===== config.mk =====
export PLATFORM = sky130hd
export DESIGN_NAME = instance_id_arbiter_flat
export DESIGN_NICKNAME = d
export VERILOG_FILES = /design/src/rtl/instance_id_arbiter_if.sv /design/src/rtl/instance_id_arbiter.sv /design/src/flat_wrapper.sv
export SDC_FILE = /design/constraint.sdc
export NUM_CORES = 1
export LEC_CHECK = 0
export BUFFER_PORTS_ARGS = -buffer_cell sky130_fd_sc_hd__clkbuf_2
export CAP_MARGIN = 0
export CORE_AREA = 2 2 60 62
export DETAILED_ROUTE_END_ITERATION = 10
export DIE_AREA = 0 0 62 64
export PLACE_DENSITY = 0.84
export SLEW_MARGIN = 10
export SYNTH_ARGS = -nofsm -noshare
export SYNTH_HDL_FRONTEND = slang
export SYNTH_SLANG_ARGS = --single-unit

===== constraint.sdc =====
create_clock -name clk -period 4.3 [get_ports clk]
set_input_delay 0.215 -clock clk [delete_from_list [all_inputs] [get_ports clk]]
set_output_delay 0.215 -clock clk [all_outputs]
set_load 0.005 [all_outputs]

===== src/rtl/instance_id_arbiter_if.sv =====
// Request/grant bundle between requesters (master) and instance_id_arbiter (slave).
// Carries the per-requester request/release vectors and the registered grant outputs.
interface instance_id_arbiter_if #(
    parameter int NUM_REQ  = 4,
    parameter int ID_WIDTH = 32
);
    logic [NUM_REQ-1:0]  req;
    logic [NUM_REQ-1:0]  done;
    logic [NUM_REQ-1:0]  gnt;
    logic                gnt_valid;
    logic [ID_WIDTH-1:0] gnt_id;
    logic [15:0]         grant_cnt;
    logic                timeout;

    modport master (
        output req, done,
        input  gnt, gnt_valid, gnt_id, grant_cnt, timeout
    );

    modport slave (
        input  req, done,
        output gnt, gnt_valid, gnt_id, grant_cnt, timeout
    );
endinterface


===== src/rtl/instance_id_arbiter.sv =====
// Round-robin single-owner arbiter that reports the owner's instance ID.
// Optional grant watchdog enabled by defining INSTANCE_ID_ARBITER_TIMEOUT_EN.
//
// state    | meaning
// ---------+---------------------------------------------------------------
// ST_IDLE  | no owner; grant the first request at/after ptr on next edge
// ST_OWNED | owner holds the resource until DONE, REQ drop or watchdog
module instance_id_arbiter #(
    parameter int                  NUM_REQ        = 4,
    parameter int                  ID_WIDTH       = 32,
    parameter logic [ID_WIDTH-1:0] ID_BASE        = ID_WIDTH'(32'hDEADBEEF),
    parameter int                  TIMEOUT_CYCLES = 255
) (
    input logic                    clk,
    input logic                    resetn,
    instance_id_arbiter_if.slave   bus
);
    localparam int IDX_W = $clog2(NUM_REQ);

    localparam logic [0:0] ST_IDLE  = 1'b0;
    localparam logic [0:0] ST_OWNED = 1'b1;

    logic [0:0]          state;
    logic [IDX_W-1:0]    ptr;
    logic [IDX_W-1:0]    owner;
    logic [NUM_REQ-1:0]  gnt_q;
    logic                gnt_valid_q;
    logic [ID_WIDTH-1:0] gnt_id_q;
    logic [15:0]         grant_cnt_q;

    logic                pick_found;
    logic [IDX_W-1:0]    pick_idx;
    logic                owner_release;
    logic                force_rel;

    function automatic logic [IDX_W-1:0] wrap_add(input logic [IDX_W-1:0] base, input int off);
        int s;
        s = int'(base) + off;
        if (s >= NUM_REQ) s = s - NUM_REQ;
        return IDX_W'(s);
    endfunction

    // Scan from the highest offset down so the nearest request to ptr wins.
    always_comb begin
        pick_found = 1'b0;
        pick_idx   = '0;
        for (int i = NUM_REQ - 1; i >= 0; i--) begin
            if (bus.req[wrap_add(ptr, i)]) begin
                pick_found = 1'b1;
                pick_idx   = wrap_add(ptr, i);
            end
        end
    end

    assign owner_release = bus.done[owner] | ~bus.req[owner];

`ifdef INSTANCE_ID_ARBITER_TIMEOUT_EN
    logic [31:0] wd_cnt;
    logic        timeout_q;

    // A genuine release on the limit cycle wins over the watchdog.
    assign force_rel = (state == ST_OWNED) && !owner_release &&
                       (wd_cnt == 32'(TIMEOUT_CYCLES - 1));

    always_ff @(posedge clk) begin
        if (!resetn) begin
            wd_cnt    <= '0;
            timeout_q <= 1'b0;
        end else begin
            timeout_q <= force_rel;
            if (state == ST_IDLE) wd_cnt <= '0;
            else                  wd_cnt <= wd_cnt + 32'd1;
        end
    end

    assign bus.timeout = timeout_q;
`else
    assign force_rel   = 1'b0;
    assign bus.timeout = 1'b0;
`endif

    always_ff @(posedge clk) begin
        if (!resetn) begin
            state       <= ST_IDLE;
            ptr         <= '0;
            owner       <= '0;
            gnt_q       <= '0;
            gnt_valid_q <= 1'b0;
            gnt_id_q    <= '0;
            grant_cnt_q <= '0;
        end else begin
            case (state)
                ST_IDLE: begin
                    if (pick_found) begin
                        state       <= ST_OWNED;
                        owner       <= pick_idx;
                        gnt_q       <= NUM_REQ'(1) << pick_idx;
                        gnt_valid_q <= 1'b1;
                        gnt_id_q    <= ID_BASE + ID_WIDTH'(pick_idx);
                        grant_cnt_q <= grant_cnt_q + 16'd1;
                    end
                end
                ST_OWNED: begin
                    if (owner_release || force_rel) begin
                        state       <= ST_IDLE;
                        ptr         <= wrap_add(owner, 1);
                        gnt_q       <= '0;
                        gnt_valid_q <= 1'b0;
                        gnt_id_q    <= '0;
                    end
                end
                default: begin
                    state <= ST_IDLE;
                end
            endcase
        end
    end

    assign bus.gnt       = gnt_q;
    assign bus.gnt_valid = gnt_valid_q;
    assign bus.gnt_id    = gnt_id_q;
    assign bus.grant_cnt = grant_cnt_q;
endmodule


===== src/flat_wrapper.sv =====
// flat-port wrapper written by rule: the top's interface ports become plain ports
module instance_id_arbiter_flat 
#(
    parameter int                  NUM_REQ        = 4,
    parameter int                  ID_WIDTH       = 32,
    parameter logic [ID_WIDTH-1:0] ID_BASE        = ID_WIDTH'(32'hDEADBEEF),
    parameter int                  TIMEOUT_CYCLES = 255
)
  (clk, resetn, bus_req, bus_done, bus_gnt, bus_gnt_valid, bus_gnt_id, bus_grant_cnt, bus_timeout);
  instance_id_arbiter_if #(.NUM_REQ(NUM_REQ), .ID_WIDTH(ID_WIDTH)) bus_i ();
  input logic clk;
  input logic resetn;
  input wire logic [$bits(bus_i.req)-1:0] bus_req;
  input wire logic [$bits(bus_i.done)-1:0] bus_done;
  output wire logic [$bits(bus_i.gnt)-1:0] bus_gnt;
  output wire logic [$bits(bus_i.gnt_valid)-1:0] bus_gnt_valid;
  output wire logic [$bits(bus_i.gnt_id)-1:0] bus_gnt_id;
  output wire logic [$bits(bus_i.grant_cnt)-1:0] bus_grant_cnt;
  output wire logic [$bits(bus_i.timeout)-1:0] bus_timeout;
  assign bus_i.req = bus_req;
  assign bus_i.done = bus_done;
  assign bus_gnt = bus_i.gnt;
  assign bus_gnt_valid = bus_i.gnt_valid;
  assign bus_gnt_id = bus_i.gnt_id;
  assign bus_grant_cnt = bus_i.grant_cnt;
  assign bus_timeout = bus_i.timeout;
  instance_id_arbiter #(.NUM_REQ(NUM_REQ), .ID_WIDTH(ID_WIDTH), .ID_BASE(ID_BASE), .TIMEOUT_CYCLES(TIMEOUT_CYCLES)) u_core (.clk(clk), .resetn(resetn), .bus(bus_i));
endmodule

**Word-level counts from Yosys, hierarchy flattened**

Cells that the tools add are included.

- Word-level logic and storage cells: 74
- Flip-flop bits (word level): 58
- Input bits: 10

- Bitwise gates (word level): 3
- Magnitude comparators: 10
- Add/subtract/negate cells: 11
- Shifts and indexed selects: 1
- Mux-type cells: 37
- Reduce and logical (&&, ||, !) cells: 3
- Equal/unequal tests: 2

Operators by type and width:

| operator | count |
|---|---|
| $mux 32 | 2 |
| $pmux 32 s2 | 1 |
| $add 31x3->32 const A | 1 |
| $mux 2 | 9 |
| $add 16x1->16 const B | 1 |
| $lt 2x3->1 const B | 5 |
| $mux 1 | 14 |
| $bmux 1 s2 | 6 |
| $ge 3x3->1 const B | 4 |
| $sub 2x1->2 const B | 5 |
| $mux 4 | 2 |
| $pmux 4 s2 | 1 |
| $add 2x1->3 const B | 2 |
| $add 2x2->3 const B | 2 |
| $reduce_and 2->1 | 3 |
| $pmux 1 s2 | 2 |
| $shl 1x2->4 const A | 1 |
| $ge 2x3->1 const B | 1 |
| $ne 2x1->1 const B | 1 |
| $ne 2x2->1 const B | 1 |
| $not 1->1 | 2 |
| $or 1x1->1 | 1 |

**Longest topological paths before layout**

Gate-level depths: netlist of run 1.

- Depth after elaboration: 12
- Depth in mapped cells: 7

**Least setup slack after synthesis of run 1**

OpenSTA, ideal clock, no wires.

- Kind: reg-to-reg
- Start point: register u_core.ptr[0]
- End point: register u_core.gnt_id_q[1] (netlist: u_core.bus.gnt_id[1])
- Stages on the path, launching flop included: 6
- Data required time: 4208 ps
- Data arrival time: 1362 ps
- Setup slack: 2846 ps
- Period minus slack after synthesis: 1454 ps
- Buffers on the path: 0
- Path through: dfxtp_1 -> nor2b_1 -> a21o_1 -> a211o_1 -> ha_1 -> o32ai_1

- Word-level cells in the longest chain between the ends: 12

RTL lines:

| element | RTL line | RTL |
|---|---|---|
| start, declared | instance_id_arbiter.sv:24 | `logic [IDX_W-1:0] ptr;` |
| start signal, assigned | instance_id_arbiter.sv:106 | `ptr <= wrap_add(owner, 1);` |
| $add 2x2->3 | instance_id_arbiter.sv:38 | `s = int'(base) + off;` |
| $ge 3x3->1 or $sub 2x1->2 (tied branches) | instance_id_arbiter.sv:39 | `if (s >= NUM_REQ) s = s - NUM_REQ;` |
| $mux 2 | instance_id_arbiter.sv:39 |  |
| $bmux 1 s2 | instance_id_arbiter.sv:48 | `if (bus.req[wrap_add(ptr, i)]) begin` |
| $mux 1 (implied by the code) | instance_id_arbiter.sv:48 |  |
| $mux 2 (4 in a row) | instance_id_arbiter.sv:48 |  |
| $add 31x3->32 | instance_id_arbiter.sv:99 | `gnt_id_q <= ID_BASE + ID_WIDTH'(pick_idx);` |
| $mux 32 | instance_id_arbiter.sv:94 | `if (pick_found) begin` |
| $pmux 32 s2 | instance_id_arbiter.sv:92 | `case (state)` |
| end signal, assigned | instance_id_arbiter.sv:99 |  |
| end, declared | instance_id_arbiter.sv:28 | `logic [ID_WIDTH-1:0] gnt_id_q;` |

Parallel ways exist; a longest one is shown, timed or not. The select of a mux whose other input is x is not followed.
A chain may end at the register's enable or synchronous reset.

**Final worst setup path of run 1**

- Start point: register u_core.ptr[1]
- End point: register u_core.gnt_id_q[1] (netlist: u_core.bus.gnt_id[1])

Same word-level chain as after synthesis.

==> flow_summary.yaml, run 1 <==
setup_path:
  required_ns: 4.54
  start_kind: "flip-flop"
  cp_slowest_cell: "dfxtp_1"
  cp_max_fo: 5
  crit_family: "compound AO/OA/AOI/OAI gates"
  max_stage_delay_ns: 0.42
  critical_path.cell_chain: "nand2_1 -> a311oi_1 -> or2_2 -> ha_1 -> o32ai_1"
  path_class: "reg2reg"
  crit_buf_inv: 0
  rrSetupSlack_ns: 2.70
  cp-end-kind: "flip-flop"
  worst_ep_arrival_time_ns: 1.84
placed_design:
  detailed_place_hpwl_um: 2480
  placed_cell_area_sq_um: 1820
  gp_congestion: 0.827
  portBuffers: 55
clock_tree:
  cts_tree: "done"
  cts_hold_buf: 0
  htree_levels: 2
  cts_setup_buffers: 0
  clk_latency_ns: 0.33
  cts_sinks: 29
  cts_repair_resize_count: 0
  clock-root-buffer: "clkbuf_4"
  cts_buffer_depth: 2
  path_clk_slew_ns: 0.09
  cts_buffers: 5
sta:
  setup_viol: 0
  final.period_utilization_pct: 37.2
  fmax_mhz: 625
  min_period_ns: 1.60
  finalMaxSlewViolations: 0
  finalHoldViolations: 0
  worst_slew_pin_slew_ns: 0.819
  tns_ns: 0
  hold_ws_ns: 0.294
  maxSlewHeadroom_pct: 45.0
  skew_ns: 0.00522
  rsz0062_at_grt: "no"
global_route:
  grt_pass1_vias: 1145
  grt_max_degree: 24
  grt_usage_pct: 17.4
  antenna_found_initial: 0
  grt_overflow_total: 0
  grt_pass1_wl_um: 5150
die:
  fp-row-count: 21
  coreArea_sq_um: 3280
  die_area_sq_um: 3970
  die-width_um: 62
  pin_count: 64
  die_h_um: 64
  start_util_pct: 52.3
finish:
  final_area_sq_um: 1870
  syn2layout_area_growth_pct: 9.04
  drive_gt1_share_pct: 30.6
  postLayoutCoreUtil_pct: 57.0
  fin_nets: 244
  antenna_cells: 0
synth:
  synth-seq-area-share_pct: 33.8
  synthFlopType: "dfxtp_1"
  avgSynthCellArea_sq_um: 8.80
  synth_cell_types: 48
  async_reset_ff_share_pct: 0
  ys_warn_count: 0
  postSynthCellCount: 195
  synth_edf_count: 0
  synth-seq-cells: 29
  netlist_area_sq_um: 1720
run_status:
  status: "complete, no violations"
min_path:
  hold_path_class: "in2reg"
pwr:
  p_per_area_nw_per_um2: 314
  power.leakage_nw: 0.874
  ir_drop_mv: 0.212
detailed_routing:
  dr.pass1.iters: 4
  vias_per_cell: 5.00
  drtIter0Drc: 47
  vias: 1375
  postRouteAntennaNets: 0
  avgRoutedWirePerCell_um: 12.0
  wl_um: 3310
  drc_errors: 0
flow_run:
  drv_cap: 0
## area by class of cell
class | instances | area (sq um)
Sequential cell | 29 | 581
Fill cell | 311 | 1410
Multi-Input combinational cell | 131 | 877
Tap cell | 46 | 57.6
Inverter | 7 | 26.3
Clock buffer | 7 | 55.1
Timing Repair Buffer | 55 | 275
## synthesized netlist by cell type (2+ instances only)
cell type | count | share of area (%)
a21oi_1 | 5 | 1.5
and2_1 | 2 | 0.73
and3_1 | 3 | 1.1
and4_1 | 2 | 1.0
buf_4 | 32 | 14
clkbuf_1 | 2 | 0.44
dfxtp_1 | 29 | 34
ha_1 | 5 | 3.6
inv_1 | 6 | 1.3
mux2i_1 | 6 | 3.5
nand2_1 | 16 | 3.5
nand2b_1 | 6 | 2.2
nand3_1 | 9 | 2.6
nand3b_1 | 2 | 0.87
nand4_1 | 3 | 1.1
nor2_1 | 15 | 3.3
nor3_1 | 3 | 0.87
nor3b_1 | 2 | 0.87
nor4_1 | 2 | 0.73
nor4b_2 | 2 | 1.7
o21ai_0 | 4 | 1.2
o22ai_1 | 2 | 0.73
o32ai_1 | 2 | 1.0
or2_2 | 2 | 0.73
xnor2_1 | 10 | 5.1
## power by group
| part | internal (mW) | switching, mW | leakage, nW | total (mW) |
|---|---|---|---|---|
| registers | 0.284 | 0.0217 | 0.236 | 0.306 |
| logic | 0.0523 | 0.0578 | 0.606 | 0.110 |
| clock network | 0.0770 | 0.0940 | 0.0314 | 0.171 |
## layer usage
layer,global-route usage [%],vias to the layer above,share of wire (%)
li1,-,697,-
met1,20.8,631,44
met2,27.2,39,48
met3,6.88,8,6.4
met4,7.18,0,1.7
met5,0,-,0
## worst paths after layout
| kind | startpoint | to | depth (start not counted) |
|---|---|---|---|
| setup / recovery | u_core.ptr[1] | u_core.bus.gnt_id[1] | 5 |
| hold / removal | bus_done[3] | u_core.ptr[0] | 4 |
| setup reg to reg | u_core.ptr[1] | u_core.bus.gnt_id[1] | 5 |
| hold reg to reg | u_core.bus.gnt[1] | u_core.bus.gnt[1] | 2 |
## stage by stage
stage / setup WS [ns] / total power, mW / instances
after floorplan: 2.85 / 0.409 / 202
after global placement: 2.50 / 0.420 / 268
after detailed placement: 2.43 / 0.423 / 268
after CTS: 2.70 / 0.594 / 275
after global routing: 2.59 / 0.619 / 275
final: 2.70 / 0.587 / 275
## sequential cells by signal (all words and copies together) (netlist names)
name	count
u_core.state	1
u_core.bus.grant_cnt	16
u_core.bus.gnt_id	4
u_core.bus.gnt	4
u_core.ptr	2
u_core.owner	2
## tightest hold or removal path: cells and delay by family
family	cells	cell delay, ns
AO/OA/AOI/OAI	2	0.18
buffers and inverters	1	0.09
AND/OR/NAND/NOR	1	0.10
## placed cells by master (no fill, tap or decap), drive strengths merged, types with 8 or more instances in the layout
| master | synthesis | layout |
|---|---|---|
| clkbuf | 2 | 62 |
| conb | 1 | 8 |
| dfxtp | 29 | 29 |
| nand2 | 16 | 16 |
| nand3 | 9 | 9 |
| nor2 | 16 | 16 |
| xnor2 | 10 | 10 |
## cell families after synthesis
kind of cell | Yosys count | synth area share, %
flip-flops | 29 | 33.8
adder cells (fa/ha/maj) | 5 | 3.64
AND/OR/NAND/NOR | 79 | 27.4
other | 1 | 0.218
buffers and inverters | 42 | 16.6
AO/OA/AOI/OAI | 22 | 9.18
XOR/XNOR | 11 | 5.61
multiplexers | 6 | 3.50
No activity file was read; power rests on OpenSTA's default activity.
==> run 2: changes to the inputs <==
CORE_AREA = 2 2 63 65   (was 2 2 60 62)
DIE_AREA = 0 0 65 67   (was 0 0 62 64)
PLACE_DENSITY = 0.77   (was 0.84)
clock period = 1.53 ns   (was 4.3 ns; I/O delays follow)
==> run 2 against run 1 <==
Effect of this change: utilization decreased by 0.36 points; largest cell class unchanged; die area increased by 9.8%; via count increased by 3.1%; worst setup slack got worse by 2.7 ns; flip-flop and latch count unchanged; total power increased to 3.5 times the previous value; clock-buffer cell count unchanged; critical endpoint unchanged; clock power increased to 4.9 times the previous value.
==> flow_summary.yaml, run 2 (synthesized netlist as in run 1, its figures left out) <==
run_status:
  status: "complete, no violations"
global_route:
  antenna_found_initial: 0
  grt_overflow_total: 0
  grt_max_degree: 23
  grt_pass1_vias: 1200
  grt_pass1_wl_um: 5570
  grt_usage_pct: 16.9
finish:
  stdcell_count: 285
  syn2layout_area_growth_pct: 19.0
  layout_commonest_cell: "clkbuf_2"
  multi_input_area_sq_um: 911
  final_area_sq_um: 2040
  register_area_sq_um: 588
  antenna_cells: 0
  layout_common_cells: "clkbuf_2, dfxtp_1, nand2_1"
  drive_gt1_share_pct: 37.6
  fill_cells: 355
  largest_reg_flops: 16
  fin_nets: 251
die:
  pin_count: 64
  fp-row-count: 22
  die_area_sq_um: 4360
  start_util_pct: 47.6
  die-width_um: 65
  die_h_um: 67
  coreArea_sq_um: 3610
detailed_routing:
  drc_errors: 0
  vias_per_cell: 4.97
  avgRoutedWirePerCell_um: 12.3
  vias: 1417
  postRouteAntennaNets: 0
  dr.pass1.iters: 4
  wl_um: 3510
  drtIter0Drc: 39
min_path:
  hold_path_class: "in2reg"
sta:
  rsz0062_at_grt: "yes"
  fmax_mhz: 666
  tns_ns: 0
  setup_viol: 0
  min_period_ns: 1.50
  worst_slew_pin_slew_ns: 0.569
  maxSlewHeadroom_pct: 62.0
  finalMaxSlewViolations: 0
  skew_ns: 0.00545
  finalHoldViolations: 0
  final.period_utilization_pct: 98.1
clock_tree:
  cts_hold_buf: 0
  cts_buffer_depth: 2
  cts_sinks: 29
  cts_buffers: 5
  cts_tree: "done"
  clock-root-buffer: "clkbuf_8"
  clk_latency_ns: 0.28
  htree_levels: 2
  path_clk_slew_ns: 0.06
setup_path:
  required_ns: 1.72
  cp_max_fo: 5
  worst_ep_arrival_time_ns: 1.70
  start_kind: "flip-flop"
  cp-end-kind: "flip-flop"
  path_class: "reg2reg"
placed_design:
  detailed_place_hpwl_um: 2550
  portBuffers: 55
  placed_cell_area_sq_um: 1870
  gp_congestion: 0.822
  dp_cells: 275
pwr:
  power.leakage_nw: 0.946
  ir_drop_mv: 0.644
  p_per_area_nw_per_um2: 1000
flow_run:
  drv_cap: 0
-- run 2: cell types whose count changed in the layout (fill, tap and decap cells not counted), sizes merged --
cell,previous run,this run
buf,0,7
bufinv,0,1
-- run 2: final cells by class --
type,count,share of cell area (%)
flip-flops and latches,29,28.8
repair buffers,62,16.7
clock inverters,1,1.47
clock buffers,7,4.23
multi-input cells,131,44.6
well taps,48,2.94
inverters,7,1.29
-- run 2: critical path, stage by stage, from the launching register on --
cell and delay (ns):
dfxtp_4 0.37, nand2_1 0.07, a311oi_2 0.32, or2_4 0.19
ha_1 0.22, o32ai_1 0.25
-- run 2: final timing paths --
| path | cells after the start | slack [ns] | to | startpoint |
|---|---|---|---|---|
| min reg2reg | 2 | 0.47 | u_core.bus.grant_cnt[15] | u_core.bus.grant_cnt[15] |
| max | 5 | 0.03 | u_core.bus.gnt_id[1] | u_core.ptr[1] |
| min | 3 | 0.09 | u_core.bus.gnt[3] | resetn |
| max reg2reg | 5 | 0.03 | u_core.bus.gnt_id[1] | u_core.ptr[1] |
-- run 2: timing repair --
action	CTS	global route
pin swaps	2	4
setup buffers	1	1
setup endpoints to repair	4	9
resized for setup	3	11
hold endpoints to repair	0	0
-- run 2: power by group --
group	total [mW]	internal [mW]	switching, mW
combinational	0.349	0.172	0.177
clock	0.830	0.530	0.299
sequential	0.863	0.801	0.0619
-- run 2: per-layer routing --
layer / vias up / routed length (um) / GRT usage [%]
met5: - / 0 / 0
met4: 0 / 59 / 5.59
met3: 7 / 190 / 6.08
met2: 39 / 1670 / 27.4
met1: 660 / 1590 / 20.7
li1: 711 / - / -
-- run 2: through the flow --
stage	total power, mW	util, %	worst slack, ns	hold slack (ns)
2_1_floorplan	1.15	-	0.0759	0.228
3_3_place_gp	1.20	51.8	0.0408	0.390
3_5_place_dp	1.21	51.8	-0.118	0.386
4_1_cts	2.05	55.6	0.0137	0.0920
5_1_grt	2.14	56.6	-0.0483	0.100
6_report	2.04	56.6	0.0290	0.0934
